[src/rtl/mem_dump_reader.sv]
// mem_dump_reader: stalls the CPU, reads a contiguous RAM word range over the secondary
// read port and streams each word with its address. Define MEM_DUMP_CSUM_EN for the csum output.
module mem_dump_reader #(
  parameter int DATA_W = 32,
  parameter int ADDR_W = 10,
  parameter int CNT_W  = 11
) (
  input  logic              clk,
  input  logic              rst,
  input  logic              start,
  input  logic [ADDR_W-1:0] base_addr,
  input  logic [CNT_W-1:0]  word_cnt,
  output logic              cpu_hold,
  input  logic              cpu_idle,
  output logic              mem_rd_en,
  output logic [ADDR_W-1:0] mem_addr,
  input  logic [DATA_W-1:0] mem_rdata,
  output logic              out_valid,
  input  logic              out_ready,
  output logic [DATA_W-1:0] out_data,
  output logic [ADDR_W-1:0] out_addr,
  output logic              out_last,
  output logic              busy,
  output logic              done
`ifdef MEM_DUMP_CSUM_EN
  ,
  output logic [DATA_W-1:0] csum
`endif
);

  typedef enum logic [2:0] {IDLE, HOLD, READ, DRAIN, DONE} state_t;

  state_t            state_reg, state_next;
  logic [ADDR_W-1:0] ptr_reg;
  logic [CNT_W-1:0]  issue_cnt_reg;
  logic [CNT_W-1:0]  rem_cnt_reg;
  logic              inflight_reg;
  logic [ADDR_W-1:0] inflight_addr_reg;
  logic [DATA_W-1:0] fifo_data [2];
  logic [ADDR_W-1:0] fifo_addr [2];
  logic              fifo_last [2];
  logic              wr_ptr_reg, rd_ptr_reg;
  logic [1:0]        count_reg;
  logic              accept, push, pop, issue;
  logic [2:0]        slots_used;

  assign accept    = (state_reg == IDLE) && start;
  assign push      = inflight_reg;
  assign out_valid = (count_reg != 2'd0);
  assign pop       = out_valid && out_ready;
  // A word leaving this cycle frees its slot, which sustains one word per cycle.
  assign slots_used = {1'b0, count_reg} + {2'b00, inflight_reg} - {2'b00, pop};
  assign issue      = (state_reg == READ) && (issue_cnt_reg != '0) && (slots_used < 3'd2);

  assign out_data  = fifo_data[rd_ptr_reg];
  assign out_addr  = fifo_addr[rd_ptr_reg];
  assign out_last  = fifo_last[rd_ptr_reg];
  assign mem_rd_en = issue;
  assign mem_addr  = issue ? ptr_reg : '0;

  always_comb begin
    state_next = state_reg;
    cpu_hold   = 1'b0;
    busy       = 1'b1;
    done       = 1'b0;
    case (state_reg)
      IDLE: begin
        busy = 1'b0;
        if (start) state_next = (word_cnt == '0) ? DONE : HOLD;
      end
      HOLD: begin
        cpu_hold = 1'b1;
        if (cpu_idle) state_next = READ;
      end
      READ: begin
        cpu_hold = 1'b1;
        if (issue && (issue_cnt_reg == CNT_W'(1))) state_next = DRAIN;
      end
      DRAIN: begin
        cpu_hold = 1'b1;
        if ((count_reg == 2'd0) && !inflight_reg) state_next = DONE;
      end
      DONE: begin
        done       = 1'b1;
        state_next = IDLE;
      end
      default: state_next = IDLE;
    endcase
  end

  always_ff @(posedge clk or negedge rst) begin
    if (!rst) state_reg <= IDLE;
    else      state_reg <= state_next;
  end

  always_ff @(posedge clk or negedge rst) begin
    if (!rst) begin
      ptr_reg           <= '0;
      issue_cnt_reg     <= '0;
      rem_cnt_reg       <= '0;
      inflight_reg      <= 1'b0;
      inflight_addr_reg <= '0;
      wr_ptr_reg        <= 1'b0;
      rd_ptr_reg        <= 1'b0;
      count_reg         <= 2'd0;
    end else begin
      if (accept) begin
        ptr_reg       <= base_addr;
        issue_cnt_reg <= word_cnt;
      end else if (issue) begin
        ptr_reg       <= ptr_reg + ADDR_W'(1);
        issue_cnt_reg <= issue_cnt_reg - CNT_W'(1);
      end
      // rem_cnt counts words still to enter the FIFO; it tags the final one.
      if (accept)    rem_cnt_reg <= word_cnt;
      else if (push) rem_cnt_reg <= rem_cnt_reg - CNT_W'(1);
      inflight_reg <= issue;
      if (issue) inflight_addr_reg <= ptr_reg;
      if (push)  wr_ptr_reg <= ~wr_ptr_reg;
      if (pop)   rd_ptr_reg <= ~rd_ptr_reg;
      count_reg <= count_reg + {1'b0, push} - {1'b0, pop};
    end
  end

  for (genvar gi = 0; gi < 2; gi++) begin : g_fifo
    always_ff @(posedge clk or negedge rst) begin
      if (!rst) begin
        fifo_data[gi] <= '0;
        fifo_addr[gi] <= '0;
        fifo_last[gi] <= 1'b0;
      end else if (push && (wr_ptr_reg == 1'(gi))) begin
        fifo_data[gi] <= mem_rdata;
        fifo_addr[gi] <= inflight_addr_reg;
        fifo_last[gi] <= (rem_cnt_reg == CNT_W'(1));
      end
    end
  end

`ifdef MEM_DUMP_CSUM_EN
  logic [DATA_W-1:0] csum_reg;

  always_ff @(posedge clk or negedge rst) begin
    if (!rst)        csum_reg <= '0;
    else if (accept) csum_reg <= '0;
    else if (pop)    csum_reg <= csum_reg + out_data;
  end

  assign csum = csum_reg;
`endif

endmodule
[config.mk]
export PLATFORM = sky130hd
export DESIGN_NAME = mem_dump_reader
export DESIGN_NICKNAME = d
export VERILOG_FILES = /design/src/rtl/mem_dump_reader.sv
export SDC_FILE = /design/constraint.sdc
export NUM_CORES = 1
export LEC_CHECK = 0
export ABC_AREA = 1
export ABC_CLOCK_PERIOD_IN_PS = 3600
export CAP_MARGIN = 20
export CORE_AREA = 2 2 84 166
export CTS_CLUSTER_DIAMETER = 30
export DETAILED_ROUTE_END_ITERATION = 8
export DIE_AREA = 0 0 86 168
export PLACE_DENSITY = 0.82
export SYNTH_ARGS = -nofsm -noshare
export SYNTH_HDL_FRONTEND = slang
export SYNTH_SLANG_ARGS = --single-unit
[constraint.sdc]
create_clock -name clk -period 3.6 [get_ports clk]
set_input_delay 0.54 -clock clk [delete_from_list [all_inputs] [get_ports clk]]
set_output_delay 0.54 -clock clk [all_outputs]
set_load 0.03 [all_outputs]
======== After elaboration in Yosys (flattened, before gate mapping) ========
Cells that the tools add are included.
Widths: inputs -> output; s select.
word-level totals
  word-level logic and storage cells ...... 80
  memories ................................ 0
  latch bits .............................. 0
  output and inout port bits .............. 58
  memory bits (writable) .................. 0
  register bits ........................... 136
  ROM bits ................................ 0
cells by class
  shift operators ......................... 0
  bitwise gates (word level) .............. 3
  add/sub/neg operators ................... 7
  equality and inequality tests ........... 10
  multipliers ............................. 0
  divide/modulo/power cells ............... 0
  magnitude comparators ................... 2
  reductions and logical operators ........ 18
  multiplexer cells ....................... 25
operators by type and width
  cell                   count
  $mux 32                3
  $mux 10                6
  $mux 11                4
  $eq 11x1->1 const B    2
  $sub 11x1->11 const B  2
  $mux 3                 5
  $pmux 3 s4             1
  $logic_not 11->1       1
  $reduce_bool 11->1     1
  $add 10x1->10 const B  1
  $logic_and 1x1->1      8
  $eq 3x2->1 const B     2
  $mux 1                 6
  $ne 2x2->1 const B     3
  $reduce_bool 2->1      3
  $reduce_and 4->1       1
  $add 2x1->3            1
  $eq 3x1->1 const B     1
  $eq 3x3->1 const B     1
  $logic_not 3->1        1
  $lt 3x2->1 const B     1
  $reduce_or 3->1        1
  $sub 3x1->3            1
  $add 2x1->2            1
  7 further kinds        8

======== Longest topological paths before layout ========
Gate-level depths: netlist of run 1.
  word-level depth ........................ 8
  depth in mapped cells ................... 18
  mapped depth without buffers ............ 17

======== Worst setup path after synthesis of run 1 ========
Ideal clock, no wire load.
  path type ............................... register to output
  start point ............................. register count_reg[1]
  end point ............................... output port mem_addr[0]
  data required time ...................... 3060 ps
  stages on the path, launching flop included .. 15
  data arrival time ....................... 2756 ps
  setup slack ............................. 304 ps
  cell sequence ........................... dfrtp_1 -> inv_1 -> nand2_1 -> nand2_1 -> inv_1 -> ha_1 -> inv_1 -> ha_1 -> inv_1 -> fa_1 -> nand3_1 -> nor2_2 -> nand2_4 -> buf_2 -> nor2_1
between the ends
  cells in the longest elaborated chain, start to end .. 6
RTL lines
  element                 RTL line  RTL
  from (decl)             43        logic [1:0] count_reg;
  from (signal assigned)  121       count_reg <= count_reg + {1'b0, push} - {1'b0, pop};
  $reduce_bool 2->1       49        assign out_valid = (count_reg != 2'd0);
  named net out_valid     18        output logic out_valid,
  $logic_and 1x1->1       50        assign pop = out_valid && out_ready;
  named net pop           44        logic accept, push, pop, issue;
  $sub 3x1->3             52        assign slots_used = {1'b0, count_reg} + {2'b00, inflight_reg} - {2'b00, pop};
  $lt 3x2->1              53        assign issue = (state_reg == READ) && (issue_cnt_reg != '0) && (slots_used < 3'd2);
  $logic_and 1x1->1       53
  $mux 10                 59        assign mem_addr = issue ? ptr_reg : '0;
  to (decl)               16        output logic [ADDR_W-1:0] mem_addr,
The timed path passes the listed nets, and every way through them passes these cells.

======== Final worst setup path of run 1 ========
  start point ............................. register count_reg[0]
  end point ............................... output port mem_addr[5]
between the ends
  cells in the longest elaborated chain, start to end .. 6
RTL lines
  element            RTL line
  $reduce_bool 2->1  49
  $logic_and 1x1->1  50
  named net pop      44
  $sub 3x1->3        52
  $lt 3x2->1         53
  $logic_and 1x1->1  53
  $mux 10            59
The timed path passes the listed nets, and every way through them passes these cells.

==> key figures, run 1 <==
Finish
  – Antenna diodes: 0
  – Layout net count: about 1,100
  – Most flop-heavy register: fifo_data
  – Share of cells above drive strength 1: 0.0982
  – Design area: between 0.008 and 0.009 mm2
  – Biggest regs: fifo_data x64, fifo_addr x20
  – Synthesis-to-layout area growth: 28.6%
  – Util after Layout: 0.657
  – Max reg flops: between 60 and 70
  – Fillers: 1,072

Timing
  – Final worst path period share: 0.984
  – Slew headroom: 0.377
  – Worst-Margin Slew: just over 900 ps
  – Max-slew violation count: 0
  – Final min period: between 3000 and 4000 ps
  – Skew final: about 9.4 ps
  – Hold Slack: 188 ps
  – Max Clk Rate: 282 MHz
  – Final setup vio count: 0
  – Final Hold Fails: 0

Flow run
  – MaxCap Viol Count: 0

Pwr
  – Pwr dens: 1030 mW/mm2
  – Power after layout: 9020 uW
  – P_leak: approximately 0.0044 uW
  – Peak VDD IR: 551 uV

Yosys
  – Count leader, synth: nand2_1
  – Top cells by area, synth: dfrtp_1, nand2_1, o21ai_0
  – Share of the synthesized area in the top cell type: 0.502
  – Area leader, netlist: dfrtp_1
  – XOR/XNOR Fraction of Synth Area: 0.0168
  – Post-synth EDFFs: 0
  – Ys Warns: 0
  – Syn Std Cell Area: ~0.0068 mm2
  – Post-synthesis mux area share: 0
  – Netlist cell types: 30
  – Compound-Gate Fraction of Synth Area: 0.0931
  – Syn Area/Cell: approximately 7.6 um2
  – Prevailing post-synth register cell: dfrtp_1
  – Register area share after synthesis: 0.502
  – Largest family of logic cells by synthesized area: simple AND/OR/NAND/NOR gates
  – Async SR Flop Fraction: 1.00
  – Post-synthesis simple-gate area fraction: 0.295
  – Yosys reg bits: roughly 140
  – Gate Count Post-Synth: between 800 and 900
  – Synth Area in Adders: 0.0177
  – Most frequent cells after synthesis: nand2_1, dfrtp_1, inv_1
  – Post-synthesis net count: 961

Run status
  – Status: complete, no violations

CTS
  – H-tree Lvls: 4
  – Cts bufs inserted: 17
  – CTS Root Buffer Type: clkbuf_16
  – Skew-Pair Late Insertion Delay: roughly 420 ps
  – CTS tree: yes
  – Clk sinks: around 140
  – Clk slew on worst S/H paths: approximately 60 ps
  – Hold-fix buffers, CTS: 0
  – CTS Buffer Depth: 2

Setup path
  – Worst EP required: just over 3000 ps
  – Largest stage delay, worst path: 610 ps
  – Arrival time at the worst endpoint: 3000 ps
  – Critical path fanouts, max: 6
  – CP startpoint kind: flop
  – Top cell family by delay on the critical path: adder cells
  – CP bufs+invs: 5
  – Setup CP Type: flop to output port
  – Critical path's slowest cell: fa_2
  – Worst setup EP type: output port
  – Cells along the critical path: inv_2 > nand2_4 > nand2_4 > inv_2 > ha_4 > inv_1 > ha_2 > inv_2 > fa_2 > nand3_2 > nor2_4 > nand2_4 > nor2_4 > buf_6

GRT
  – Final global-route overflow total: 0
  – Number of global-route vias before repair: around 6,000
  – First-pass GRT wire length: 27.3 mm
  – Initial antenna violation count: 0
  – GRT Total Usage: 0.235
  – Largest net degree at the start of global routing: approximately 90

Placed design
  – Gpl congestion: between 0.8 and 0.9
  – Placed inst area: 0.00798 mm2
  – Post-DP HPWL: around 11 mm
  – IO Port Bufs: 115

Detailed routing
  – DR vias: between 6,000 and 7,000
  – Vias per inst: 5.22
  – Antenna-violating nets left: 0
  – First drt pass iteration count: 4
  – Routed WL: approximately 17 mm
  – Mean routed wirelength per cell: between 10 and 15 um
  – DRC: 0
  – DRT iter0 DRCs: around 370

Die
  – Die width: about 86 um
  – Die height: roughly 170 um
  – Core area: around 0.013 mm2
  – Die area: between 0.01 and 0.015 mm2
  – Initial Utilization: 0.511
  – Row cnt: 60
  – I/O pins: roughly 120

Min path
  – Hold Crit Class: input pin to async pin
-- worst reg2reg max path, cell delays in order, from the launching register on --
cell and delay (ps):
dfrtp_1 370, inv_2 100, nand2_4 70, nand2_4 70, inv_2 50, ha_4 220
inv_1 50, ha_2 170, inv_2 50, fa_2 610, nand3_2 100, nor2_4 260
nand2_4 180, buf_4 250, nand2_4 220, nand2_1 90, o21ai_0 80
-- metal layers --
metal  routed length (um)  global-route usage  share of wire  vias up
met1                 7130               0.301           0.43     2868
met5                    0                   0              0        -
met3                  834              0.0417          0.050       38
met4                  573               0.117          0.034        0
met2                 8190               0.379           0.49      181
li1                     -                   -              -     3036
-- placed cells by master (no fill, tap or decap), types with 3 or more instances in the layout --
master | synthesis | layout
nand2_2 | 1 | 3
o21ai_2 | 5 | 5
inv_2 | 8 | 12
xnor2_1 | 6 | 6
nor2_2 | 3 | 5
nand3_1 | 58 | 57
clkinv_4 | 0 | 3
clkdlybuf4s50_1 | 0 | 102
nor2_4 | 3 | 7
nand2_1 | 362 | 359
clkbuf_16 | 0 | 17
clkinvlp_4 | 0 | 6
xor2_1 | 7 | 7
nor2_1 | 45 | 39
nand4_1 | 6 | 6
nand2_4 | 3 | 5
o21ai_1 | 31 | 31
buf_6 | 2 | 4
clkbuf_8 | 0 | 3
nor3_1 | 4 | 4
o211ai_1 | 4 | 4
inv_1 | 82 | 78
dfrtp_1 | 136 | 136
o21ai_0 | 79 | 79
buf_4 | 4 | 19
ha_1 | 8 | 6
-- final cells by class --
cell class / count / area (um2) / area share
well taps: 155 / 194 / 0.0222
clock buffers: 20 / 467 / 0.0535
clock inverters: 12 / 119 / 0.0136
multi-input cells: 633 / 2970 / 0.340
repair buffers: 127 / 1240 / 0.142
flip-flops and latches: 136 / 3400 / 0.390
inverters: 90 / 338 / 0.0387
-- metrics by stage --
stage | TNS (ps) | cells | worst slack, ps
after floorplan | 0 | 894 | 304
after global placement | 0 | 1133 | 235
after detailed placement | 0 | 1133 | 158
after CTS | 0 | 1166 | 50.3
after global routing | -107 | 1173 | -52.0
final | 0 | 1173 | 58.4
-- cell families (layout without fill, tap and decap cells) --
| kind of cell | after synthesis | after routing |
|---|---|---|
| DFF | 136 | 136 |
| adders and majority gates | 9 | 9 |
| and+or+nand+nor | 489 | 491 |
| xor gates and xnor gates | 13 | 13 |
| AOI/OAI and AO/OA | 120 | 120 |
| buffers and inverters | 127 | 249 |
-- power by group --
part | internal, uW | switching (uW) | total, uW
combinational | 1700 | 2870 | 4570
sequential | 2260 | 513 | 2770
clock | 1010 | 672 | 1680
total | 4960 | 4050 | 9020
-- final timing paths --
kind | from | to | slack, ps | cells after the start
worst max-delay path | count_reg[0]$_DFF_PN0_ | mem_addr[5] | 60 | 14
worst min-delay path | rst | rem_cnt_reg[7]$_DFFE_PN0P_ | 190 | 1
worst max register to register | count_reg[0]$_DFF_PN0_ | issue_cnt_reg[1]$_DFFE_PN0P_ | 590 | 16
worst min register to register | fifo_addr[16]$_DFFE_PN0P_ | fifo_addr[16]$_DFFE_PN0P_ | 480 | 2
max in group asynchronous | rst | fifo_data[60]$_DFFE_PN0P_ | 2670 | 2
min in group clk | fifo_addr[16]$_DFFE_PN0P_ | fifo_addr[16]$_DFFE_PN0P_ | 480 | 2
-- repair_timing --
| action | CTS | global route |
|---|---|---|
| gates cloned | 1 | 1 |
| resized for setup | 1 | 26 |
| endpoints found under the setup margin | 1 | 11 |
| setup buffers | 0 | 6 |
| pin swaps | 1 | 7 |
Note: power is estimated with default switching activity, not from simulation.
==> run 2, diff against run 1 <==
CTS_CLUSTER_DIAMETER = unset   (was 30)
RECOVER_POWER = 50   (was unset)
==> run 2 against run 1 <==
The run now ends with max-capacitance violations, max-slew violations left. Fmax increased by 0.13%. Final area decreased by 0.24%. Global-route usage unchanged. Critical path depth unchanged. Setup slack improved by 4.6 ps. Routed wire length decreased by 0.23%. Clock power about the same. Sequential share of layout area increased by 0.095 points. Combinational power about the same. Utilization decreased by 0.16 points. Largest power group unchanged.
==> key figures, run 2 (synthesis results as in run 1) <==
GRT
  – Final global-route overflow total: 0
  – Initial antenna violation count: 0
  – Number of global-route vias before repair: a little under 6,000
  – GRT Total Usage: 0.235
  – Largest net degree at the start of global routing: between 80 and 90
  – First-pass GRT wire length: approximately 27 mm

CTS
  – CTS Buffer Depth: 2
  – Skew-Pair Late Insertion Delay: ~420 ps
  – H-tree Lvls: 4
  – CTS tree: yes
  – Cts bufs inserted: 17
  – Clk sinks: between 100 and 150
  – CTS Root Buffer Type: clkbuf_16
  – Hold-fix buffers, CTS: 0
  – Clk slew on worst S/H paths: ~60 ps

Setup path
  – Cells along the critical path: inv_2 > nand2_4 > nand2_4 > inv_2 > ha_4 > inv_1 > ha_2 > inv_2 > fa_2 > nand3_2 > nor2_4 > nand2_4 > nor2_4 > buf_6
  – Top cell family by delay on the critical path: adder cells
  – Critical path fanouts, max: 6
  – Critical path's slowest cell: fa_2
  – Worst EP required: between 3000 and 4000 ps
  – Largest stage delay, worst path: 610 ps
  – Arrival time at the worst endpoint: approximately 3000 ps
  – CP startpoint kind: flop
  – Setup CP Type: flop to output port
  – CP bufs+invs: 5
  – Worst setup EP type: output port

Finish
  – Design area: 0.00871 mm2
  – Max reg flops: between 60 and 70
  – Layout net count: roughly 1,100
  – Commonest non-fill, non-tap cell in the layout: nand2_1
  – Synthesis-to-layout area growth: 28.3%
  – Final std cells w/o fill: about 1,200
  – Most flop-heavy register: fifo_data
  – Share of cells above drive strength 1: 0.0982
  – Antenna diodes: 0
  – Biggest regs: fifo_data x64, fifo_addr x20
  – Most frequent cells in the layout: nand2_1, dfrtp_1, clkdlybuf4s50_1, o21ai_0, inv_1

Run status
  – Status: finished, violations left
  – Failing checks: max-capacitance violations, max-slew violations

Detailed routing
  – First drt pass iteration count: 5
  – Vias per inst: 5.22
  – DRC: 0
  – Antenna-violating nets left: 0
  – Routed WL: 16.7 mm
  – DRT iter0 DRCs: about 400
  – Mean routed wirelength per cell: between 10 and 15 um
  – DR vias: a little over 6,000

Placed design
  – IO Port Bufs: 115
  – Pre-CTS setup slack: 158 ps
  – Post-DP HPWL: roughly 11 mm
  – Placed inst area: 0.00798 mm2
  – Dpl cells: around 1,100
  – Gpl congestion: between 0.8 and 0.9

Timing
  – Slew headroom: -0.463
  – Final min period: between 3000 and 4000 ps
  – Final worst path period share: 0.982
  – Fin worst setup slack: 63.1 ps
  – Worst-Margin Slew: between 2000 and 2500 ps
  – Skew final: approximately 8.2 ps
  – Max-slew violation count: 89
  – Max Clk Rate: 283 MHz
  – Final setup vio count: 0
  – Final Hold Fails: 0
  – Hold Slack: 483 ps

Pwr
  – Pwr dens: slightly above 1000 mW/mm2
  – Power after layout: between 9000 and 10,000 uW
  – Peak VDD IR: around 550 uV
  – P_leak: about 0.0044 uW

Die
  – Die height: roughly 170 um
  – Core area: roughly 0.013 mm2
  – I/O pins: 116
  – Initial Utilization: 0.511
  – Die area: 0.0144 mm2
  – Row cnt: 60
  – Die width: 86 um

Flow run
  – MaxCap Viol Count: 1

Min path
  – Hold Crit Class: flop to flop
[run 2: changes by cell type in the layout (fill, tap and decap cells not counted)]
cell	previous run	this run
clkbuf_2	0	2
buf_12	1	0
buf_6	4	3
[run 2: layout make-up]
cell class	count	area (um2)
tap	155	194
multi-input combinational	633	2970
timing repair buffer	127	1220
inverter	90	338
clock inverter	12	119
fill	1075	4580
sequential	136	3400
clock buffer	20	467
[run 2: repair_timing]
action / CTS / global route
setup endpoints to repair: 1 / 11
pin swaps: 1 / 7
setup buffers: 0 / 6
endpoints found under the hold margin: 0 / 0
gates resized for setup: 1 / 26
cloned: 1 / 1
[run 2: worst min-delay path, stage by stage, from the launching register on]
cell and delay, ps:
dfrtp_1 340, nand2_1 50, o21ai_0 60
[run 2: report_power, final]
| group | switching, uW | total [uW] | internal (uW) | leakage (uW) |
|---|---|---|---|---|
| Sequential | 513 | 2770 | 2260 | 0.00169 |
| Combinational | 2870 | 4560 | 1690 | 0.00241 |
| Clock | 671 | 1680 | 1010 | 0.000267 |
| Total | 4050 | 9010 | 4960 | 0.00437 |
[run 2: stage by stage]
step / utilization / setup TNS [ps]
finish: 0.655 / 0
global route: 0.655 / -107
CTS: 0.646 / 0
detailed placement: 0.601 / 0
global placement: 0.601 / 0
floorplan: - / 0
[run 2: path summary, 6_finish.rpt]
path,cells after the start,endpoint,from,slack [ps]
setup / recovery,14,mem_addr[5],count_reg[0]$_DFF_PN0_,60
max in group asynchronous,2,fifo_addr[13]$_DFFE_PN0P_,rst,730
hold / removal,2,fifo_addr[16]$_DFFE_PN0P_,fifo_addr[16]$_DFFE_PN0P_,480
min in group asynchronous,1,rem_cnt_reg[7]$_DFFE_PN0P_,rst,770
hold reg to reg,2,fifo_addr[16]$_DFFE_PN0P_,fifo_addr[16]$_DFFE_PN0P_,480
setup reg to reg,16,issue_cnt_reg[1]$_DFFE_PN0P_,count_reg[0]$_DFF_PN0_,590
[run 2: layer usage]
metal,up-vias,GRT usage,part of all wire
li1,3034,-,-
met1,2860,0.301,0.42
met2,193,0.379,0.49
met3,38,0.0417,0.054
met4,0,0.117,0.035
met5,-,0,0
==> run 3, diff against run 2 <==
CORE_AREA = 2 2 82 163   (was 2 2 84 166)
CTS_BUF_LIST = sky130_fd_sc_hd__clkbuf_8   (was unset)
DIE_AREA = 0 0 84 165   (was 0 0 86 168)
PLACE_DENSITY = 0.85   (was 0.82)
REMOVE_ABC_BUFFERS = 1   (was unset)
==> run 3 against run 2 <==
The run still ends with max-capacitance violations, max-slew violations left. Final cell count hardly changed. Global-route usage rose by 1.3 points. Combinational power grew 0.9%. Setup slack gained 8.1 ps. Via count shrank 0.41%. Non-clock buffer count is 6 higher. Largest power group unchanged.
==> key figures, run 3 (synthesis results as in run 1) <==
Die
  – Die area: 0.0139 mm2
  – I/O pins: ~120
  – Initial Utilization: 0.540
  – Die width: roughly 84 um
  – Core area: roughly 0.013 mm2
  – Die height: between 150 and 200 um
  – Row cnt: slightly below 60

CTS
  – CTS Buffer Depth: 2
  – CTS tree: yes
  – CTS Root Buffer Type: clkbuf_8
  – H-tree Lvls: 4
  – Skew-Pair Late Insertion Delay: about 440 ps
  – Hold-fix buffers, CTS: 0
  – Cts bufs inserted: 17
  – Clk sinks: about 140
  – Clk slew on worst S/H paths: ~80 ps

Timing
  – Max Clk Rate: ~280 MHz
  – Max-slew violation count: 86
  – Slew headroom: -0.409
  – Final Hold Fails: 0
  – Final min period: approximately 3500 ps
  – Hold Slack: 487 ps
  – Final worst path period share: 0.980
  – Final setup vio count: 0
  – Skew final: roughly 10 ps
  – Worst-Margin Slew: roughly 2100 ps

Run status
  – Failing checks: max-capacitance violations, max-slew violations
  – Status: finished, violations left

Placed design
  – IO Port Bufs: 115
  – Post-DP HPWL: 11.2 mm
  – Gpl congestion: just over 0.9

Setup path
  – Worst reg2reg path endpoint: ptr_reg[0]$_DFFE_PN0P_
  – Worst R2R Start: count_reg[1]$_DFF_PN0_
  – Setup CP Type: flop to output port
  – Critical path fanouts, max: 8
  – Worst EP required: approximately 3100 ps
  – R2R depth: 17
  – R2r setup slk: ~500 ps
  – Arrival time at the worst endpoint: ~3000 ps
  – CP startpoint kind: flop
  – Crit path from: count_reg[1]$_DFF_PN0_
  – Worst setup EP type: output port

Min path
  – WHS Endpoint: fifo_data[26]$_DFFE_PN0P_
  – HP Start: fifo_data[26]$_DFFE_PN0P_
  – Hold Crit Class: flop to flop
  – Hold depth: 2

Detailed routing
  – Vias per inst: between 5 and 6
  – DR vias: 6,100
  – Antenna-violating nets left: 0
  – DRT iter0 DRCs: between 400 and 500
  – Routed WL: 16.7 mm
  – Mean routed wirelength per cell: roughly 14 um
  – DRC: 0
  – First drt pass iteration count: 5

Finish
  – Synthesis-to-layout area growth: 27.3%
  – Most frequent cells in the layout: nand2_1, dfrtp_1, clkdlybuf4s50_1, o21ai_0, inv_1
  – Most flop-heavy register: fifo_data
  – Max reg flops: 64
  – Layout net count: roughly 1,100
  – Biggest regs: fifo_data x64, fifo_addr x20
  – Share of cells above drive strength 1: 0.0998
  – Commonest non-fill, non-tap cell in the layout: nand2_1
  – Antenna diodes: 0
  – Fillers: a little over 1,000

GRT
  – Final global-route overflow total: 0
  – Largest net degree at the start of global routing: 86
  – Number of global-route vias before repair: between 6,000 and 7,000
  – GRT Total Usage: 0.248
  – Initial antenna violation count: 0
  – First-pass GRT wire length: 27.4 mm

Pwr
  – Pwr dens: slightly above 1000 mW/mm2
  – P_leak: 0.00435 uW
  – Power after layout: between 8000 and 9000 uW
  – Peak VDD IR: around 770 uV

Flow run
  – MaxCap Viol Count: 1
run 3: cell count changes in the layout (fill, tap and decap cells not counted), sizes merged, moves of 3 or more:
| cell | previous run | this run |
|---|---|---|
| inv | 92 | 99 |
| buf | 22 | 28 |
| clkinvlp | 6 | 1 |
| bufinv | 1 | 4 |
| clkbuf | 22 | 19 |
| clkinv | 3 | 0 |
run 3: worst max-delay path by stage:
| stage | end | slack [ps] |
|---|---|---|
| after global routing | mem_rd_en | -30 |
| final | mem_rd_en | 70 |
| after detailed placement | mem_rd_en | 120 |
| after CTS | mem_rd_en | 5 |
| after floorplan | mem_addr[0] | 300 |
| after global placement | mem_rd_en | 150 |
run 3: cell type report:
cell class                 count  area [um2]  share of cell area
clock inverter                14         206              0.0239
timing repair buffer         133        1320               0.153
clock buffer                  17         234              0.0271
sequential                   136        3400               0.394
multi-input combinational    632        2940               0.341
tap                          150         188              0.0217
inverter                      90         340              0.0394
run 3: stage by stage:
stage | setup TNS, ps | worst slack [ps] | util | area, um2 | instances
after floorplan | 0 | 300 | - | 6610 | 857
after global placement | 0 | 148 | 0.642 | 8060 | 1131
after detailed placement | 0 | 123 | 0.642 | 8060 | 1131
after CTS | 0 | 5.01 | 0.679 | 8530 | 1165
after global routing | -80.2 | -31.3 | 0.688 | 8640 | 1172
final | 0 | 71.1 | 0.688 | 8640 | 1172
run 3: layer usage:
layer | share of wire | global-route usage
met5 | 0 | 0
met4 | 0.032 | 0.108
met3 | 0.033 | 0.0400
met2 | 0.56 | 0.468
met1 | 0.38 | 0.271
run 3: what timing repair did:
action                                  4_1_cts  5_1_grt
pin swaps                                     2        6
buffers inserted                              2        7
gates resized for setup                       1       23
endpoints found under the setup margin        1       11
gates cloned                                  1        0
run 3: report_power, final:
| group | switching [uW] | internal [uW] | total (uW) | leakage, uW |
|---|---|---|---|---|
| sequential | 502 | 2250 | 2750 | 0.00169 |
| combinational | 2850 | 1740 | 4600 | 0.00244 |
| clock | 634 | 771 | 1410 | 0.000220 |
run 3: critical path, stage by stage (launching register included):
cell and delay (ps):
dfrtp_1 410, inv_2 100, nand2_4 60, nand2_2 80
inv_2 50, ha_4 210, inv_2 60, ha_4 120
inv_2 40, fa_1 590, nand3_2 100, nor2_4 240
nand2_8 150, buf_6 180, inv_4 40, buf_6 120
